==> config.mk <==
export PLATFORM = sky130hd
export DESIGN_NAME = mono_mode_ctrl
export DESIGN_NICKNAME = d
export VERILOG_FILES = /design/src/rtl/mono_mode_ctrl.sv
export SDC_FILE = /design/constraint.sdc
export NUM_CORES = 1
export LEC_CHECK = 0
export CAP_MARGIN = 20
export CORE_ASPECT_RATIO = 0.7
export CORE_MARGIN = 5
export CORE_UTILIZATION = 35
export CTS_CLUSTER_DIAMETER = 30
export DETAILED_ROUTE_END_ITERATION = 16
export PLACE_DENSITY = 0.56
export SLEW_MARGIN = 10
export SYNTH_ARGS = -nofsm -noshare
export SYNTH_HDL_FRONTEND = slang
export SYNTH_SLANG_ARGS = --single-unit
==> constraint.sdc <==
create_clock -name clk_28_636 -period 4.9 [get_ports clk_28_636]
set_clock_uncertainty 0.05 [all_clocks]
set_input_delay 0.98 -clock clk_28_636 [delete_from_list [all_inputs] [get_ports clk_28_636]]
set_output_delay 0.98 -clock clk_28_636 [all_outputs]
set_load 0.05 [all_outputs]
==> src/rtl/mono_mode_ctrl.sv <==
// Display-mode controller with frame-synchronous commit and 2-stage luma pipe.
// Optional hotkey holdoff counter enabled by defining MONO_KEY_HOLDOFF_EN.
module mono_mode_ctrl #(
  parameter logic [1:0]  INIT_MODE   = 2'd0
`ifdef MONO_KEY_HOLDOFF_EN
  ,
  parameter logic [23:0] HOLDOFF_CYC = 24'd2863600
`endif
) (
  input  logic       clk_28_636,
  input  logic       reset,
  input  logic       key_strobe,
  input  logic       mode_wr,
  input  logic [1:0] mode_wdata,
  input  logic [5:0] r_in,
  input  logic [5:0] g_in,
  input  logic [5:0] b_in,
  input  logic       hs_in,
  input  logic       vs_in,
  input  logic       hb_in,
  input  logic       vb_in,
  output logic [5:0] r_out,
  output logic [5:0] g_out,
  output logic [5:0] b_out,
  output logic       hs_out,
  output logic       vs_out,
  output logic       hb_out,
  output logic       vb_out,
  output logic [1:0] mode,
  output logic       mode_pending,
  output logic       mode_changed
);

  typedef enum logic [1:0] {
    S_IDLE,
    S_WAIT,
    S_COMMIT
  } state_t;

  state_t     state;
  state_t     nxt;
  logic       load_mode;
  logic [1:0] req;
  logic       vb_d;
  logic       vb_rise;
  logic       key_ok;

`ifdef MONO_KEY_HOLDOFF_EN
  logic [23:0] hold_cnt;

  assign key_ok = key_strobe & ~mode_wr & (hold_cnt == 24'd0);

  always_ff @(posedge clk_28_636) begin
    if (reset)
      hold_cnt <= 24'd0;
    else if (key_ok)
      hold_cnt <= HOLDOFF_CYC - 24'd1;
    else if (hold_cnt != 24'd0)
      hold_cnt <= hold_cnt - 24'd1;
  end
`else
  // CPU write in the same cycle swallows the strobe
  assign key_ok = key_strobe & ~mode_wr;
`endif

  always_ff @(posedge clk_28_636) begin
    if (reset)
      req <= INIT_MODE;
    else if (mode_wr)
      req <= mode_wdata;
    else if (key_ok)
      req <= req + 2'd1;
  end

  always_ff @(posedge clk_28_636) begin
    if (reset)
      vb_d <= 1'b0;
    else
      vb_d <= vb_in;
  end

  assign vb_rise = vb_in & ~vb_d;

  always_ff @(posedge clk_28_636) begin
    if (reset) begin
      state <= S_IDLE;
      mode  <= INIT_MODE;
    end else begin
      state <= nxt;
      if (load_mode)
        mode <= req;
    end
  end

  always_comb begin
    nxt          = state;
    load_mode    = 1'b0;
    mode_pending = 1'b0;
    mode_changed = 1'b0;
    unique case (state)
      S_IDLE: begin
        if (req != mode)
          nxt = S_WAIT;
      end
      S_WAIT: begin
        mode_pending = 1'b1;
        if (req == mode) begin
          nxt = S_IDLE;
        end else if (vb_rise) begin
          nxt       = S_COMMIT;
          load_mode = 1'b1;
        end
      end
      S_COMMIT: begin
        mode_changed = 1'b1;
        nxt          = S_IDLE;
      end
      default: nxt = S_IDLE;
    endcase
  end

  logic [13:0] s1_pr;
  logic [13:0] s1_pg;
  logic [13:0] s1_pb;
  logic [5:0]  s1_r;
  logic [5:0]  s1_g;
  logic [5:0]  s1_b;
  logic        s1_hs;
  logic        s1_vs;
  logic        s1_hb;
  logic        s1_vb;

  always_ff @(posedge clk_28_636) begin
    if (reset) begin
      s1_pr <= 14'd0;
      s1_pg <= 14'd0;
      s1_pb <= 14'd0;
      s1_r  <= 6'd0;
      s1_g  <= 6'd0;
      s1_b  <= 6'd0;
      s1_hs <= 1'b0;
      s1_vs <= 1'b0;
      s1_hb <= 1'b0;
      s1_vb <= 1'b0;
    end else begin
      s1_pr <= 14'(r_in) * 14'd54;
      s1_pg <= 14'(g_in) * 14'd183;
      s1_pb <= 14'(b_in) * 14'd18;
      s1_r  <= r_in;
      s1_g  <= g_in;
      s1_b  <= b_in;
      s1_hs <= hs_in;
      s1_vs <= vs_in;
      s1_hb <= hb_in;
      s1_vb <= vb_in;
    end
  end

  // Coefficients sum to 255, so the 14-bit sum never overflows
  logic [13:0] y_sum;
  logic [5:0]  y;
  logic [5:0]  mr;
  logic [5:0]  mg;
  logic [5:0]  mb;

  assign y_sum = s1_pr + s1_pg + s1_pb;
  assign y     = y_sum[13:8];

  always_comb begin
    mr = s1_r;
    mg = s1_g;
    mb = s1_b;
    unique case (1'b1)
      (mode == 2'd1): begin
        mr = 6'd0;
        mg = y;
        mb = 6'd0;
      end
      (mode == 2'd2): begin
        mr = y;
        mg = {1'b0, y[5:1]};
        mb = 6'd0;
      end
      (mode == 2'd3): begin
        mr = y;
        mg = y;
        mb = y;
      end
      default: ;
    endcase
    if (s1_hb | s1_vb) begin
      mr = 6'd0;
      mg = 6'd0;
      mb = 6'd0;
    end
  end

  always_ff @(posedge clk_28_636) begin
    if (reset) begin
      r_out  <= 6'd0;
      g_out  <= 6'd0;
      b_out  <= 6'd0;
      hs_out <= 1'b0;
      vs_out <= 1'b0;
      hb_out <= 1'b0;
      vb_out <= 1'b0;
    end else begin
      r_out  <= mr;
      g_out  <= mg;
      b_out  <= mb;
      hs_out <= s1_hs;
      vs_out <= s1_vs;
      hb_out <= s1_hb;
      vb_out <= s1_vb;
    end
  end

endmodule
==> flow_metrics.env <==
export IMPL_status="finished clean"
export IMPL_cts_path_max_buffers=2
export IMPL_seq_area_frac_synth_pct=33.0
export IMPL_cp_start_kind="input port"
export IMPL_path_common_cell="fa_1"
export IMPL_setup_viol=0
export IMPL_nNetsFinal=689
export IMPL_grt_use_met2_pct=19.2
export IMPL_wire_per_inst_um=13.8
export IMPL_worst_pin_slew_ns=1.05
export IMPL_drv_slew=0
export IMPL_synth_top_cells_by_count="dfxtp_1, inv_1, ha_1"
export IMPL_slew_headroom_pct=29.6
export IMPL_grt_busiest_layer="met1"
export IMPL_async_reset_ff_share_pct=0
export IMPL_nFillCells=1370
export IMPL_cts_setup_buffers=0
export IMPL_clk_latency_ns=0.34
export IMPL_peakVddDrop_mv=0.175
export IMPL_dieArea_um2=16400
export IMPL_synth_cell_types=53
export IMPL_critical_path_required_ns=5.07
export IMPL_slowest_delay_ns=0.55
export IMPL_fin_crit_sh_pct=92.4
export IMPL_use_met3_pct=3.77
export IMPL_vias=3489
export IMPL_drv_cap=0
export IMPL_power_density_nw_per_um2=408
export IMPL_initial_core_util_pct=35.3
export IMPL_viasPerCell=4.58
export IMPL_clkTransAtPathRegs_ns=0.06
export IMPL_port_buffers=53
export IMPL_die_w_um=151
export IMPL_clock_sinks=80
export IMPL_fin_crit_ns=4.53
export IMPL_ctsResizeCount=0
export IMPL_drt_pass1_iter_count=5
export IMPL_syn_area_um2=4860
export IMPL_grt_ovfl_total=0
export IMPL_syn_mean_instance_area_um2=9.51
export IMPL_finalSetupTns_ns=0
export IMPL_cts_tree="yes"
export IMPL_synth_top_area_share_pct=33.0
export IMPL_crit_path_end_kind="flop"
export IMPL_crit_chain="clkdlybuf4s50_1, fa_1, inv_1, fa_1, fa_1, inv_1, ha_1, nor2b_1, o21ai_1, a21boi_0, o21a_1, o41ai_1, mux2_2"
export IMPL_synth_most_common_cell="dfxtp_1"
export IMPL_htree_levels=3
export IMPL_post_route_drc_count=0
export IMPL_crit_start="g_in[3]"
export IMPL_gr_usage_met1_pct=20.6
export IMPL_rsz0062_at_grt="false"
export IMPL_place_inst=746
export IMPL_hold_buffers=0
export IMPL_rows=36
export IMPL_grt_pass1_vias=3526
export IMPL_n_antenna_cell=0
export IMPL_track_usage_pct=13.8
export IMPL_gp_congestion=0.845
export IMPL_syn_nets=633
export IMPL_drive_gt1_share_pct=6.99
export IMPL_p_leak_nw=2.64
export IMPL_io_pins=54
export IMPL_dp_hpwl_um=8560
export IMPL_final_hold_violation_count=0
export IMPL_wirelength_um=10500
export IMPL_synth_cells=511
export IMPL_synth_area_leaders="dfxtp_1, ha_1, fa_1"
export IMPL_critical_path_max_fanout=4
export IMPL_worstReg2RegStart="s1_pr[4]"
export IMPL_ys_seq_elements=80
export IMPL_die_h_um=109
export IMPL_area_growth_pct=20.8
export IMPL_grt_max_degree=68
export IMPL_slowest_stage="fa_1"
export IMPL_synth_edff_count=0
export IMPL_antenna_found_initial=0
export IMPL_numCtsBuffers=9
export IMPL_netlist_top_cell_by_area="dfxtp_1"
export IMPL_antenna_left=0
export IMPL_path_class="input port to flop"
export IMPL_critPathArrivalTime_ns=4.70
export IMPL_fmaxAchievable_mhz=221
export IMPL_final_cells=762
export IMPL_yosysWarnings=0
export IMPL_hold_path_class="flop to flop"
export IMPL_min_from="s1_vs"
export IMPL_root_buffer="clkbuf_16"
export IMPL_coreArea_um2=13800
export IMPL_drt_iter0_drc=211
export IMPL_ys_flop_type="dfxtp_1"
export IMPL_grt_pass1_wl_um=17700
-- stage by stage --
stage | area, µm² | hold WS, ns | total power [mW] | setup WS, ns | utilization, %
global placement | 5590 | 0.371 | 1.78 | 0.0856 | 40.5
CTS | 5870 | 0.388 | 2.42 | 0.372 | 42.6
floorplan | 4860 | 0.364 | 1.57 | 0.693 | -
global route | 5870 | 0.410 | 2.62 | 0.191 | 42.6
finish | 5870 | 0.384 | 2.40 | 0.374 | 42.6
detailed placement | 5590 | 0.374 | 1.79 | 0.0216 | 40.5
-- final cells by class --
class | instances | area [µm²] | share of cell area (%)
clock buffer | 10 | 239 | 4.07
multi-input combinational | 350 | 2930 | 49.9
inverter | 68 | 255 | 4.35
sequential | 80 | 1600 | 27.3
clock inverter | 6 | 42.5 | 0.725
timing repair buffer | 58 | 563 | 9.59
tap | 190 | 238 | 4.05
-- critical path: cells and delay by family --
family / cells / cell delay (ns)
fa+ha+maj: 4 / 1.83
simple gates: 1 / 0.15
buf+inv: 3 / 0.54
compound gates: 4 / 0.81
mux: 1 / 0.37
-- kinds of logic (layout without fill, tap and decap cells) --
group | count (synthesis) | in the layout | share of synthesized area [%]
flops | 80 | 80 | 33.0
xor+xnor | 17 | 17 | 3.06
compound gates | 88 | 88 | 11.7
fa+ha+maj | 94 | 94 | 28.5
mux | 9 | 9 | 2.16
simple gates | 142 | 142 | 14.9
buf+inv | 81 | 142 | 6.75
-- registers in the layout, indices dropped and copies added (netlist names) --
signal  flops
s1_pg      14
s1_pr      11
s1_pb      10
b_out       6
g_out       6
r_out       6
s1_g        5
s1_r        5
s1_b        3
mode        2
req         2
state       2
hb_out      1
hs_out      1
s1_hb       1
s1_hs       1
s1_vb       1
s1_vs       1
vb_out      1
vs_out      1
-- path summary, 6_finish.rpt --
kind               endpoint  slack (ns)  depth (start not counted)
hold reg to reg      vs_out        0.38                          1
hold / removal       vs_out        0.38                          1
setup reg to reg   b_out[5]        1.92                         10
setup / recovery  s1_pg[11]        0.37                         13
-- placed cells by master (no fill, tap or decap), types with 2 or more instances in the layout --
cell             count
buf_4                5
dfxtp_1             80
nor3_1              12
fa_1                28
clkinvlp_4           2
o21a_1               5
o21ai_0             17
or3_1                3
o21bai_1             2
a31oi_1              2
nor2_1              42
inv_1               68
nand3_1              8
nor2b_1             45
xor2_1               9
xnor2_1              8
nand2_1             18
ha_1                66
a2111oi_0            2
mux2_2               8
a21o_1               7
clkbuf_16            9
clkdlybuf4s50_1     52
nand2b_1             5
a22oi_1              4
clkinv_2             2
a21oi_1             31
-- where the power goes --
group          switching [mW]  internal (mW)
registers              0.0426          0.730
logic                   0.572          0.438
clock network           0.259          0.357
-- routing by layer --
metal / wire length (µm) / share of wire, %
met5: 0 / 0
met4: 97 / 0.92
met3: 759 / 7.2
met2: 4100 / 39
met1: 5560 / 53
(Power assumes the default switching activity.)
